==> config.mk <==
export PLATFORM = sky130hd
export DESIGN_NAME = vga_timing_gen
export DESIGN_NICKNAME = d
export VERILOG_FILES = /design/src/rtl/vga_timing_gen.sv
export SDC_FILE = /design/constraint.sdc
export NUM_CORES = 1
export LEC_CHECK = 0
export ABC_CLOCK_PERIOD_IN_PS = 3100
export BUFFER_PORTS_ARGS = -buffer_cell sky130_fd_sc_hd__buf_2
export CORE_AREA = 2 2 107 109
export CTS_CLUSTER_SIZE = 14
export DETAILED_ROUTE_END_ITERATION = 6
export DIE_AREA = 0 0 109 111
export HOLD_SLACK_MARGIN = 0.15
export PLACE_DENSITY_LB_ADDON = 0.08
export SYNTH_ARGS = -nofsm -noshare
export SYNTH_HDL_FRONTEND = slang
export SYNTH_SLANG_ARGS = --single-unit
==> constraint.sdc <==
create_clock -name MAX10_CLK1_50 -period 3.1 [get_ports MAX10_CLK1_50]
set_clock_uncertainty 0.1 [all_clocks]
set_input_delay 0.62 -clock MAX10_CLK1_50 [delete_from_list [all_inputs] [get_ports MAX10_CLK1_50]]
set_output_delay 0.62 -clock MAX10_CLK1_50 [all_outputs]
set_load 0.005 [all_outputs]
==> src/rtl/vga_timing_gen.sv <==
// VGA timing generator: pixel-tick divider, h/v counters, look-ahead framebuffer request
// and a two-stage pipeline that keeps sync and colour leaving the pins together.
module vga_timing_gen #(
  parameter int H_ACTIVE = 800,
  parameter int H_FP     = 56,
  parameter int H_SYNC   = 120,
  parameter int H_BP     = 64,
  parameter int V_ACTIVE = 600,
  parameter int V_FP     = 37,
  parameter int V_SYNC   = 6,
  parameter int V_BP     = 23,
  parameter bit H_POL    = 1'b1,
  parameter bit V_POL    = 1'b1,
  parameter int CLK_DIV  = 1,
  parameter int CW       = 11
) (
  input  logic          MAX10_CLK1_50,
  input  logic          reset_n,
  input  logic [1:0]    mode,
  output logic          pix_req,
  output logic [CW-1:0] pix_x,
  output logic [CW-1:0] pix_y,
  input  logic [11:0]   pix_rgb,
  output logic [3:0]    VGA_R,
  output logic [3:0]    VGA_G,
  output logic [3:0]    VGA_B,
  output logic          VGA_HS,
  output logic          VGA_VS,
  output logic          frame_start
);

  localparam int H_TOTAL = H_ACTIVE + H_FP + H_SYNC + H_BP;
  localparam int V_TOTAL = V_ACTIVE + V_FP + V_SYNC + V_BP;
  localparam int DIV_W   = (CLK_DIV > 1) ? $clog2(CLK_DIV) : 1;
  localparam int BAR_W   = H_ACTIVE / 8;

  // Bar colours, index 0 is the leftmost bar.
  localparam logic [7:0][11:0] BAR_RGB = {
    12'h000, 12'h00F, 12'hF00, 12'hF0F, 12'h0F0, 12'h0FF, 12'hFF0, 12'hFFF
  };

  logic [DIV_W-1:0] div_reg, div_next;
  logic [CW-1:0]    hc_reg, hc_next;
  logic [CW-1:0]    vc_reg, vc_next;
  logic [1:0]       mode_reg;
  logic             pix_req_reg;
  logic [CW-1:0]    pix_x_reg, pix_y_reg;
  logic             hs1_reg, vs1_reg;
  logic             hs_reg, vs_reg;
  logic [11:0]      rgb_reg, rgb_next;
  logic             frame_start_reg;

  logic tick, h_last, v_last, at_origin;
  logic h_in_sync, v_in_sync, active;
  logic [7:0] bar_hit;

  always_comb begin
    tick      = (div_reg == DIV_W'(CLK_DIV - 1));
    div_next  = tick ? '0 : div_reg + 1'b1;
    h_last    = (hc_reg == CW'(H_TOTAL - 1));
    v_last    = (vc_reg == CW'(V_TOTAL - 1));
    at_origin = (hc_reg == '0) && (vc_reg == '0);
    hc_next   = h_last ? '0 : hc_reg + 1'b1;
    vc_next   = vc_reg;
    if (h_last) begin
      vc_next = v_last ? '0 : vc_reg + 1'b1;
    end
    h_in_sync = (hc_reg >= CW'(H_ACTIVE + H_FP)) && (hc_reg < CW'(H_ACTIVE + H_FP + H_SYNC));
    v_in_sync = (vc_reg >= CW'(V_ACTIVE + V_FP)) && (vc_reg < CW'(V_ACTIVE + V_FP + V_SYNC));
    active    = (hc_reg < CW'(H_ACTIVE)) && (vc_reg < CW'(V_ACTIVE));
  end

  // One-hot bar decode of the stage-1 column; the last bar absorbs any remainder.
  generate
    for (genvar gi = 0; gi < 8; gi++) begin : g_bar
      if (gi == 0) begin : g_first
        assign bar_hit[gi] = (pix_x_reg < CW'(BAR_W));
      end else if (gi == 7) begin : g_last
        assign bar_hit[gi] = (pix_x_reg >= CW'(gi * BAR_W));
      end else begin : g_mid
        assign bar_hit[gi] = (pix_x_reg >= CW'(gi * BAR_W)) &&
                             (pix_x_reg < CW'((gi + 1) * BAR_W));
      end
    end
  endgenerate

  always_comb begin
    rgb_next = 12'h000;
    if (pix_req_reg) begin
      unique case (mode_reg)
        2'd0: rgb_next = pix_rgb;
        2'd1: rgb_next = 12'hF00;
        2'd2: begin
          for (int i = 0; i < 8; i++) begin
            if (bar_hit[i]) rgb_next = BAR_RGB[i];
          end
        end
        default: begin
          if ((pix_x_reg[4:0] == 5'd0) || (pix_y_reg[4:0] == 5'd0)) rgb_next = 12'hFFF;
        end
      endcase
    end
  end

  always_ff @(posedge MAX10_CLK1_50) begin
    if (!reset_n) begin
      div_reg         <= '0;
      hc_reg          <= '0;
      vc_reg          <= '0;
      mode_reg        <= mode;
      pix_req_reg     <= 1'b0;
      pix_x_reg       <= '0;
      pix_y_reg       <= '0;
      hs1_reg         <= 1'b0;
      vs1_reg         <= 1'b0;
      hs_reg          <= ~H_POL;
      vs_reg          <= ~V_POL;
      rgb_reg         <= 12'h000;
      frame_start_reg <= 1'b0;
    end else begin
      div_reg         <= div_next;
      frame_start_reg <= 1'b0;
      if (tick) begin
        hc_reg      <= hc_next;
        vc_reg      <= vc_next;
        // Mode only changes at the frame origin so a frame is never torn.
        if (at_origin) begin
          mode_reg        <= mode;
          frame_start_reg <= 1'b1;
        end
        pix_req_reg <= active;
        pix_x_reg   <= hc_reg;
        pix_y_reg   <= vc_reg;
        hs1_reg     <= h_in_sync;
        vs1_reg     <= v_in_sync;
        hs_reg      <= hs1_reg ? H_POL : ~H_POL;
        vs_reg      <= vs1_reg ? V_POL : ~V_POL;
        rgb_reg     <= rgb_next;
      end
    end
  end

  assign pix_req     = pix_req_reg;
  assign pix_x       = pix_x_reg;
  assign pix_y       = pix_y_reg;
  assign VGA_HS      = hs_reg;
  assign VGA_VS      = vs_reg;
  assign {VGA_R, VGA_G, VGA_B} = rgb_reg;
  assign frame_start = frame_start_reg;

endmodule

* Word level (Yosys, flattened, before mapping) *
Index checks and enable logic that the tools add are counted.

word-level totals
  logic and storage cells = 83
  bits of input ports = 16
  memory bits (writable) = 0
  memory bits (read-only) = 0
  latch bits = 0
  memories = 0
  register bits = 65

cells by class
  $add $sub $neg = 3
  bitwise logic cells = 2
  $mul = 0
  $lt $le $gt $ge = 20
  div/mod/pow operators = 0
  shifts and indexed selects = 0
  reduce and logical (&&, ||, !) cells = 20
  mux-type cells = 19
  equality and inequality tests = 6

operator list
  operator                                                                                number
  12-bit two-way mux                                                                      10
  11-bit by 10-bit < comparator with 1-bit output (second input constant)                 6
  11-bit by 10-bit greater-or-equal comparator with 1-bit output (second input constant)  4
  12-bit case mux with 3 select lines                                                     1
  11-bit by 9-bit greater-or-equal comparator with 1-bit output (second input constant)   3
  11-bit by 9-bit < comparator with 1-bit output (second input constant)                  3
  11-bit by 1-bit adder with 11-bit output (second input constant)                        2
  11-bit logical NOT                                                                      2
  11-bit two-way mux                                                                      2
  11-bit by 10-bit == test with 1-bit output (second input constant)                      1
  11-bit == test (second input constant)                                                  1
  11-bit by 7-bit greater-or-equal comparator with 1-bit output (second input constant)   1
  11-bit by 8-bit greater-or-equal comparator with 1-bit output (second input constant)   1
  11-bit by 7-bit < comparator with 1-bit output (second input constant)                  1
  11-bit by 8-bit < comparator with 1-bit output (second input constant)                  1
  1-bit logical AND                                                                       10
  5-bit logical NOT                                                                       2
  2-bit two-way mux                                                                       3
  2-bit AND reduction                                                                     3
  1-bit two-way mux                                                                       3
  2-bit by 1-bit == test with 1-bit output (second input constant)                        1
  2-bit == test (second input constant)                                                   1
  2-bit logical NOT                                                                       1
  2-bit by 1-bit != test with 1-bit output (second input constant)                        1
  other kinds (5)                                                                         6

* Logic depth before layout (Yosys ltp) *
Gate-level depths: netlist of run 1.

  word-level depth = 11
  mapped depth = 7

* Worst setup path before layout of run 1 *
OpenSTA, ideal clock, no wires.

  kind = input port to flip-flop
  start = input port reset_n
  end = register rgb_reg[2]
  arrival time = 1.520 ns
  buffers on the path = 1
  path slack = 1.359 ns
  stages = 5
  library setup time = 0.121 ns
  data required time = 2.879 ns
  cell sequence = and2_1 > clkbuf_1 > a221o_1 > nor3_1 > nor3_1

RTL lines
  what                  line  RTL
  from (decl)           18    input logic reset_n,
  to (signal assigned)  138   rgb_reg <= rgb_next;
  to (decl)             50    logic [11:0] rgb_reg, rgb_next;

* Final worst setup path of run 1 *
  start = register div_reg
  end = register mode_reg[0] (enable)

on the way
  cells in the longest elaborated chain, start to end = 2

RTL lines
  what                           line  RTL
  from (decl)                    42    logic [DIV_W-1:0] div_reg, div_next;
  from (signal assigned)         121   div_reg <= div_next;
  2-bit != test (no line)        --
  2-bit AND reduction (no line)  --
  to (signal assigned)           110   mode_reg <= mode;
  to (signal assigned)           128   mode_reg <= mode;
  to (decl)                      45    logic [1:0] mode_reg;

No other way between the ends.
A chain may end at the register's enable or synchronous reset.

==> flow_summary.yaml, run 1 <==
floorplan:
  die_height_microns: 111
  io-pin-count: 54
  fp-row-count: 39
  initial_core_util_pct: 29.06
  fp.coreArea_sq_um: 11080
  die_w_microns: 109
  dieArea_sq_um: 12100
global_routing:
  use_met3_pct: 5.056
  grt_use_total_pct: 14.62
  busiest_layer: "met2"
  gr-usage-met1_pct: 17.92
  grt_pass1_wl_microns: 13770
  first_global_vias: 2664
  gr-usage-met2_pct: 24.55
  grt_start_max_net_pins: 38
  grt_overflow: 0
  antenna_found_initial: 0
sta:
  max_slew_margin_pct: 47.89
  worst_pin_slew_ns: 0.7817
  fin_crit_ns: 2.104
  fmax_ghz: 0.4752
  rsz0062_at_grt: "false"
  setup_viol: 0
  hold_viol: 0
  setup_tns_ns: 0
  period_share_pct: 67.89
  drv_slew: 0
hold_path:
  worstHoldPathType: "reg -> reg"
  min_delay_path_depth: 2
clock_network:
  clkLatencyLatePin_ns: 0.33
  hold_buffers: 0
  clkTransAtPathRegs_ns: 0.06
  cts_root_buf: "clkbuf_16"
  cts_sinks: 65
  numCtsBuffers: 9
  htree_levels: 3
  cts_tree: "done"
  cts_buffer_depth: 2
  cts-resized-gates: 0
  postCtsSetupBuffers: 0
final_layout:
  fillCellCount: 1180
  drive_above_1_share_pct: 19.85
  seq_area_sq_um: 1323
  syn_to_final_growth_pct: 19.47
  antenna_cells: 0
  multiInputGateArea_sq_um: 1747
  fin_nets: 429
  final_util_pct: 34.72
  largest_reg_flops: 12
  final_area_sq_um: 3846
synthesis:
  syn-cell-area_sq_um: 3219
  seq_area_frac_synth_pct: 41.04
  yosys.area.top_type: "dfxtp_1"
  syn_inst: 366
  syn_avg_cell_area_sq_um: 8.796
  synth.area.top_cells: "dfxtp_1, mux2i_1, nor2b_1"
  synth_flop_cell: "dfxtp_1"
  yosys.area.top_type_share_pct: 39.18
  synth_cell_types: 56
  synth_edf_count: 2
  syn_nets: 387
  ys_seq_elements: 65
  yosysWarningCount: 0
  synth_async_sr_flop_share_pct: 0
worst_setup_path:
  max_stage_delay_ns: 0.55
  arrival_ns: 2.04
  cp-start-kind: "register"
  cp_slowest_cell: "dfxtp_2"
  cp-end-kind: "register"
  required_ns: 3.04
  crit_path_max_fanout: 37
  path_depth: 4
  worst-setup-path-type: "reg -> reg"
  cp_num_buf_inv: 0
  crit_chain: "or3_1 -> nor4_1 -> and4_1 -> nand2b_1"
  rr_worst_depth: 4
  crit_family: "simple AND/OR/NAND/NOR gates"
placement:
  hpwl_microns: 5761
  gp_congestion: 0.7289
  portBuffers: 53
  placed_area_sq_um: 3558
power_and_ir_drop:
  power_density_nw_per_um2: 509.6
  leakage_nw: 1.514
  ir_drop_mv: 0.2953
drt:
  drtIter0Drc: 100
  vias_per_cell: 4.707
  via_count: 2617
  routed_wl_microns: 8123
  routedWlPerCell_microns: 14.61
  firstDrtPassIters: 4
  drtAntennaViolNets: 0
  drc: 0
status:
  status: "finished, final reports clean"
job:
  maxCapViolations: 0
==> area by class of cell <==
type / instances / share of cell area, %
multi-input cells: 269 / 45.41
flip-flops and latches: 65 / 34.39
repair buffers: 55 / 7.287
clock buffers: 10 / 5.953
well taps: 143 / 4.652
clock inverters: 6 / 1.529
inverters: 8 / 0.7807
==> report_power, final <==
group	internal (W)	switching [W]	total (W)
clock network	0.000616	0.000369	0.000985
logic	0.0000486	0.0000515	0.000100
registers	0.000855	0.0000204	0.000875
==> worst paths after layout <==
kind	from	endpoint	slack, ns
worst max register to register	div_reg$_SDFF_PN0_	mode_reg[0]$_DFFE_PP_	1.0
worst min register to register	rgb_reg[4]$_SDFFE_PN0N_	rgb_reg[4]$_SDFFE_PN0N_	0.36
worst max-delay path	div_reg$_SDFF_PN0_	mode_reg[0]$_DFFE_PP_	1.0
worst min-delay path	rgb_reg[4]$_SDFFE_PN0N_	rgb_reg[4]$_SDFFE_PN0N_	0.36
==> metal layers <==
layer / up-vias / routed length [microns] / part of all wire (%)
met4: 0 / 80 / 0.98
met3: 7 / 298 / 3.7
li1: 1369 / - / -
met1: 1210 / 3877 / 48
met5: - / 0 / 0
met2: 31 / 3866 / 48
==> synthesized netlist by cell type, types with 2 or more instances <==
library cell / count
a211oi_1: 2
a21boi_0: 3
a21oi_1: 17
a221o_1: 4
and2_1: 9
and3_1: 2
and4_1: 4
buf_2: 7
buf_4: 3
clkbuf_1: 10
clkbuf_2: 3
dfxtp_1: 63
edfxtp_1: 2
ha_1: 5
inv_1: 8
mux2i_1: 22
nand2_1: 37
nand2b_1: 2
nand3_1: 7
nand4_1: 7
nor2_1: 30
nor2b_1: 28
nor3_1: 20
nor3_2: 2
nor3b_1: 2
nor4_1: 4
o21a_1: 3
o21ai_0: 14
o31ai_1: 3
xnor2_1: 13
xor2_1: 5
==> worst min-delay path, cell delays in order, from the launching register on <==
cell     delay, ns
dfxtp_1       0.33
nand2_1       0.04
o21ai_0       0.05
==> per-stage QoR <==
stage | hold slack (ns) | power [W] | std cells | setup WS (ns)
after floorplan | 0.3487 | 0.0009567 | 366 | 1.359
after global placement | 0.3436 | 0.0009943 | 540 | 1.049
after detailed placement | 0.3549 | 0.0009958 | 540 | 1.005
after CTS | 0.3698 | 0.001995 | 556 | 0.9959
after global routing | 0.3703 | 0.002043 | 556 | 0.8784
final | 0.3566 | 0.001960 | 556 | 0.9955
==> cell families after synthesis <==
kind of cell	share of synthesized area, %
other	0.1165
flip-flops	41.04
AND/OR/NAND/NOR	27.56
buffers and inverters	4.703
AO/OA/AOI/OAI	12.90
multiplexers	6.840
XOR/XNOR	4.897
adder cells (fa/ha/maj)	1.943
==> cells in the final DEF, fill, tap and decap left out, drive strengths merged, types with 2 or more instances in the layout <==
cell type   n
and4        4
a211oi      2
xnor2      13
clkinvlp    2
nand2b      3
nand3       7
ha          5
a21boi      3
nand2      38
buf        55
a21oi      17
clkinv      3
edfxtp      2
or3         2
nand4       7
dfxtp      63
o31ai       3
mux2i      22
and2        9
nor4        5
clkbuf     10
and3        2
nor3       22
o21ai      15
nor2b      28
nor2       30
a221o       4
inv         8
xor2        5
o21a        3
nor3b       2
Note: power is estimated with default switching activity, not from simulation.
==> inputs of run 2 (changes only) <==
--- a/config.mk
+++ b/config.mk
@@ -5,12 +5,13 @@
 export SDC_FILE = /design/constraint.sdc
 export NUM_CORES = 1
 export LEC_CHECK = 0
-export ABC_CLOCK_PERIOD_IN_PS = 3100
+export ABC_AREA = 1
+export ABC_CLOCK_PERIOD_IN_PS = 2000
 export BUFFER_PORTS_ARGS = -buffer_cell sky130_fd_sc_hd__buf_2
-export CORE_AREA = 2 2 107 109
+export CORE_AREA = 2 2 105 107
 export CTS_CLUSTER_SIZE = 14
 export DETAILED_ROUTE_END_ITERATION = 6
-export DIE_AREA = 0 0 109 111
+export DIE_AREA = 0 0 107 109
 export HOLD_SLACK_MARGIN = 0.15
 export PLACE_DENSITY_LB_ADDON = 0.08
 export SYNTH_ARGS = -nofsm -noshare
==> constraint.sdc (replaced) <==
create_clock -name MAX10_CLK1_50 -period 2 [get_ports MAX10_CLK1_50]
set_clock_uncertainty 0.1 [all_clocks]
set_input_delay 0.4 -clock MAX10_CLK1_50 [delete_from_list [all_inputs] [get_ports MAX10_CLK1_50]]
set_output_delay 0.4 -clock MAX10_CLK1_50 [all_outputs]
set_load 0.005 [all_outputs]
==> run 2 against run 1 <==
Count of clock-buffer cells in the layout down 1; synthesized cell count rose by 14%; sequential power is 53% higher; sequential share of layout area is 0.70 points higher; first-iteration DRC count up 80%; cell count increased by 13%; utilization grew 0.80 points.
==> flow_summary.yaml, run 2 <==
status:
  status: "finished, final reports clean"
placement:
  portBuffers: 53
  hpwl_microns: 6821
  gp_congestion: 0.8124
final_layout:
  fillCellCount: 1151
  antenna_cells: 0
  syn_to_final_growth_pct: 21.47
  drive_above_1_share_pct: 22.38
  final_common_cell: "nand2_1"
  most-common-layout-cells: "nand2_1, dfxtp_1, buf_2"
  fin_nets: 503
  largest_reg_flops: 12
synthesis:
  yosys-mux-area-fraction_pct: 0
  synth.area.top_cells: "dfxtp_1, nand2_1, inv_1"
  synth_cell_types: 38
  yosys.area_share.simple_pct: 31.15
  yosysWarningCount: 0
  syn_nets: 439
  synth_compound_area_share_pct: 14.93
  synth_flop_cell: "dfxtp_1"
  yosys.area.top_type_share_pct: 40.68
  synth_edf_count: 2
  ys_top_cells_by_count: "nand2_1, dfxtp_1, inv_1"
  synthXorXnorAreaFrac_pct: 1.130
  seq_area_frac_synth_pct: 42.62
  yosys.area.top_type: "dfxtp_1"
  syn-cell-area_sq_um: 3100
  synth_async_sr_flop_share_pct: 0
  syn_inst: 418
  ys_seq_elements: 65
  synth.most_common_cell: "nand2_1"
  syn_avg_cell_area_sq_um: 7.417
  synth_top_family_by_area: "simple AND/OR/NAND/NOR gates"
  synthAdderAreaFrac_pct: 2.018
drt:
  drc: 0
  drtIter0Drc: 180
  via_count: 2939
  vias_per_cell: 4.687
  drtAntennaViolNets: 0
  routedWlPerCell_microns: 14.06
  firstDrtPassIters: 4
  routed_wl_microns: 8814
worst_setup_path:
  max_stage_delay_ns: 0.39
  crit_path_max_fanout: 8
  required_ns: 1.97
  crit_chain: "inv_1 -> ha_1 -> nand4_1 -> nor4_1 -> nand3_1 -> nand2_1"
  cp-start-kind: "register"
  cp-end-kind: "register"
  arrival_ns: 1.67
  cp_slowest_cell: "dfxtp_1"
  worst-setup-path-type: "reg -> reg"
sta:
  setup_viol: 0
  max_slew_margin_pct: 65.45
  fmax_ghz: 0.5875
  rsz0062_at_grt: "false"
  worst_pin_slew_ns: 0.5163
  period_share_pct: 85.11
  hold_viol: 0
  drv_slew: 0
  setup_tns_ns: 0
  fin_crit_ns: 1.702
floorplan:
  initial_core_util_pct: 29.24
  die_w_microns: 107
  dieArea_sq_um: 11660
  die_height_microns: 109
  fp-row-count: 38
  io-pin-count: 54
  fp.coreArea_sq_um: 10600
global_routing:
  grt_start_max_net_pins: 26
  first_global_vias: 2878
  grt_pass1_wl_microns: 14400
  antenna_found_initial: 0
  grt_use_total_pct: 15.86
  grt_overflow: 0
job:
  maxCapViolations: 0
power_and_ir_drop:
  seqPwrFrac_pct: 51.1
  p_sw_share_pct: 25.16
  total_power_w: 0.002621
  clock_power_share_pct: 42.3
  internal-power_w: 0.001962
  ir_drop_mv: 0.3645
  leakage_nw: 1.631
  p_comb_share_pct: 6.6
  p_sw_w: 0.0006596
  power_density_nw_per_um2: 696.1
clock_network:
  clkTransAtPathRegs_ns: 0.08
  cts_root_buf: "clkbuf_8"
  cts_tree: "done"
  numCtsBuffers: 9
  cts_buffer_depth: 2
  postCtsSetupBuffers: 0
  cts_sinks: 65
  clkLatencyLatePin_ns: 0.35
  htree_levels: 3
hold_path:
  worstHoldPathType: "in -> reg"
[run 2: power by group through the flow]
stage	sequential [W]	combinational, W	clock [W]
finish	0.00134	0.000172	0.00111
floorplan	0.00137	0.0000983	0
global route	0.00134	0.000198	0.00121
global placement	0.00137	0.000172	0
CTS	0.00134	0.000177	0.00115
detailed placement	0.00137	0.000173	0
[run 2: final timing paths]
path / slack, ns / endpoint / from / cells after the start
worst min-delay path: 0.23 / rgb_reg[4]$_SDFFE_PN0N_ / pix_rgb[4] / 3
worst max-delay path: 0.30 / mode_reg[0]$_DFFE_PP_ / vc_reg[0]$_SDFFE_PN0P_ / 6
worst min register to register: 0.35 / rgb_reg[1]$_SDFFE_PN0N_ / rgb_reg[1]$_SDFFE_PN0N_ / 2
worst max register to register: 0.30 / mode_reg[0]$_DFFE_PP_ / vc_reg[0]$_SDFFE_PN0P_ / 6
[run 2: repair_timing]
action                                 4_1_cts  5_1_grt
hold buffers                                 2        0
gates resized for setup                      0        0
endpoints found under the hold margin        2        0
[run 2: layout make-up]
cell class,instances,area [sq um],share of cell area (%)
inverter,57,214.0,5.681
tap,140,175.2,4.651
clock inverter,7,71.32,1.894
multi-input combinational,288,1530,40.63
clock buffer,9,123.9,3.289
timing repair buffer,61,330.3,8.771
sequential,65,1321,35.08
[run 2: critical path, delay by kind of cell (launching register included)]
kind	cells	cell delay [ns]
DFF	1	0.39
and+or+nand+nor	4	0.57
buffers and inverters	1	0.18
adders and majority gates	1	0.17
[run 2: logic make-up after synthesis]
group	Yosys count
buffers and inverters	65
XOR/XNOR	4
flip-flops	65
AO/OA/AOI/OAI	81
other	1
adder cells (fa/ha/maj)	5
AND/OR/NAND/NOR	197
[run 2: metal layers]
metal  track usage, %  vias to the layer above  share of wire [%]
met4            4.174                        0               0.62
met2            25.61                       69                 46
met3            3.885                        6                5.4
met1            21.27                     1341                 48
met5                0                        -                  0
li1                 -                     1523                  -
[run 2: per-stage QoR]
step	utilization [%]	instance area [sq um]	hold WS (ns)	setup WS [ns]	cells
global route	35.52	3766	0.2492	0.1201	627
floorplan	-	3100	0.3419	0.4647	418
detailed placement	33.49	3551	0.3377	0.2956	609
global placement	33.49	3551	0.3315	0.3040	609
CTS	35.52	3766	0.2263	0.2843	627
finish	35.52	3766	0.2330	0.2978	627
==> inputs of run 3 (changes only) <==
--- a/config.mk
+++ b/config.mk
@@ -8,10 +8,10 @@
 export ABC_AREA = 1
 export ABC_CLOCK_PERIOD_IN_PS = 2000
 export BUFFER_PORTS_ARGS = -buffer_cell sky130_fd_sc_hd__buf_2
-export CORE_AREA = 2 2 105 107
+export CORE_AREA = 2 2 80 140
 export CTS_CLUSTER_SIZE = 14
 export DETAILED_ROUTE_END_ITERATION = 6
-export DIE_AREA = 0 0 107 109
+export DIE_AREA = 0 0 82 142
 export HOLD_SLACK_MARGIN = 0.15
 export PLACE_DENSITY_LB_ADDON = 0.08
 export SYNTH_ARGS = -nofsm -noshare
==> run 3 against run 2 <==
Register-to-register slack lost 0.04 ns; sequential share of layout area down 1.3 points; sequential power about the same; highest routed layer unchanged; cell count is 0.64% lower; combinational power increased by 5%; die area is 0.16% lower; hold slack gained 0.018 ns; wire length grew 5.8%; first-iteration DRC count fell by 43%; via count increased by 0.48%; clock power grew 46%.
==> flow_summary.yaml, run 3 (synthesis results as in run 2) <==
worst_setup_path:
  crit_chain: "inv_1 -> ha_1 -> nand4_1 -> nor4_1 -> nand3_1 -> nand2_1"
  crit_family: "simple AND/OR/NAND/NOR gates"
  cp_slowest_cell: "dfxtp_1"
  rr_worst_depth: 6
  regToRegStartpoint: "vc_reg[0]$_SDFFE_PN0P_"
  cp-start-kind: "register"
  path_depth: 6
  arrival_ns: 1.68
  worst-setup-path-type: "reg -> reg"
  crit_path_max_fanout: 8
  regToRegSetupSlack_ns: 0.25
  max_stage_delay_ns: 0.37
  required_ns: 1.94
  cp-end-kind: "register"
  cp_num_buf_inv: 1
  r2r_end: "mode_reg[0]$_DFFE_PP_"
final_layout:
  antenna_cells: 0
  syn_to_final_growth_pct: 26.19
  final_common_cell: "nand2_1"
  most-common-layout-cells: "nand2_1, dfxtp_1, buf_2"
  fin_nets: 509
  largest_reg_flops: 12
  final_util_pct: 37.23
  fillCellCount: 1147
  drive_above_1_share_pct: 22.92
drt:
  drc: 0
  wl_met1_microns: 3717
  routedWlPerCell_microns: 14.97
  top_layer: "met4"
  via_count: 2953
  drtIter0Drc: 102
  vias_per_cell: 4.740
  drtAntennaViolNets: 0
  firstDrtPassIters: 4
  wl_met2_microns: 5047
  routed_wl_microns: 9327
  wl_met3_microns: 314
sta:
  fin_crit_ns: 1.746
  period_share_pct: 87.28
  whs_ns: 0.2514
  max_slew_margin_pct: 59.39
  hold_viol: 0
  worst_pin_slew_ns: 0.6070
  fmax_ghz: 0.5729
  setup_tns_ns: 0
  setup_viol: 0
  drv_slew: 0
  rsz0062_at_grt: "false"
floorplan:
  die_height_microns: 142
  io-pin-count: 54
  fp.coreArea_sq_um: 10510
  dieArea_sq_um: 11640
  initial_core_util_pct: 29.50
  die_w_microns: 82
  fp-row-count: 50
clock_network:
  clkTransAtPathRegs_ns: 0.05
  cts_buffer_depth: 2
  numCtsBuffers: 9
  clkLatencyLatePin_ns: 0.33
  cts_sinks: 65
  cts_root_buf: "clkbuf_16"
  htree_levels: 3
  cts-resized-gates: 0
  cts_tree: "done"
hold_path:
  worstHoldPathType: "in -> reg"
  min_delay_path_depth: 3
  whs_endpoint: "rgb_reg[5]$_SDFFE_PN0N_"
  min-delay-start: "pix_rgb[5]"
power_and_ir_drop:
  leakage_nw: 1.721
  power_density_nw_per_um2: 802.4
  total_power_w: 0.003139
  ir_drop_mv: 0.4421
placement:
  gp_congestion: 0.8384
  hpwl_microns: 7366
  portBuffers: 53
status:
  status: "finished, final reports clean"
job:
  maxCapViolations: 0
global_routing:
  grt_pass1_wl_microns: 14640
  grt_overflow: 0
  first_global_vias: 2867
  grt_start_max_net_pins: 26
  grt_use_total_pct: 16.99
  antenna_found_initial: 0
==> run 3: what timing repair did <==
action / CTS / global route
endpoints found under the hold margin: 1 / 1
setup buffers: 0 / 0
hold buffers: 1 / 1
==> run 3: worst register-to-register path, stage by stage, from the launching register on <==
cell and delay, ns:
dfxtp_1 0.37, inv_1 0.18, ha_1 0.18, nand4_1 0.09
nor4_1 0.28, nand3_1 0.13, nand2_1 0.13
==> run 3: power by group <==
group,leakage [nW],total (W),switching (W),internal [W]
logic,1.04,0.000180,0.000111,0.0000688
registers,0.530,0.00134,0.0000163,0.00133
clock network,0.153,0.00162,0.000551,0.00107
==> run 3: area by class of cell <==
class / instances / area [sq um] / area share, %
inverter: 57 / 214.0 / 5.468
clock inverter: 2 / 35.03 / 0.8954
timing repair buffer: 67 / 375.4 / 9.594
tap: 130 / 162.7 / 4.157
sequential: 65 / 1321 / 33.77
clock buffer: 14 / 274.0 / 7.004
multi-input combinational: 288 / 1530 / 39.11
==> run 3: per-stage QoR <==
step / worst slack, ns / instance area (sq um) / cells
2_1_floorplan: 0.4647 / 3100 / 418
3_3_place_gp: 0.2628 / 3583 / 605
3_5_place_dp: 0.2809 / 3583 / 605
4_1_cts: 0.2780 / 3902 / 622
5_1_grt: 0.08689 / 3913 / 623
6_report: 0.2545 / 3913 / 623
==> run 3: worst max-delay path by stage <==
stage | startpoint | end
finish | vc_reg[0]$_SDFFE_PN0P_ | mode_reg[0]$_DFFE_PP_
global route | vc_reg[0]$_SDFFE_PN0P_ | mode_reg[0]$_DFFE_PP_
CTS | vc_reg[0]$_SDFFE_PN0P_ | mode_reg[0]$_DFFE_PP_
detailed placement | vc_reg[0]$_SDFFE_PN0P_ | mode_reg[0]$_DFFE_PP_
global placement | vc_reg[0]$_SDFFE_PN0P_ | mode_reg[1]$_DFFE_PP_
floorplan | hc_reg[0]$_SDFFE_PN0N_ | vc_reg[10]$_SDFFE_PN0P_
==> run 3: routing by layer <==
| layer | vias to the layer above | global-route usage [%] |
|---|---|---|
| li1 | 1526 | - |
| met1 | 1354 | 17.70 |
| met2 | 57 | 31.54 |
| met3 | 16 | 3.363 |
| met4 | 0 | 7.544 |
| met5 | - | 0 |
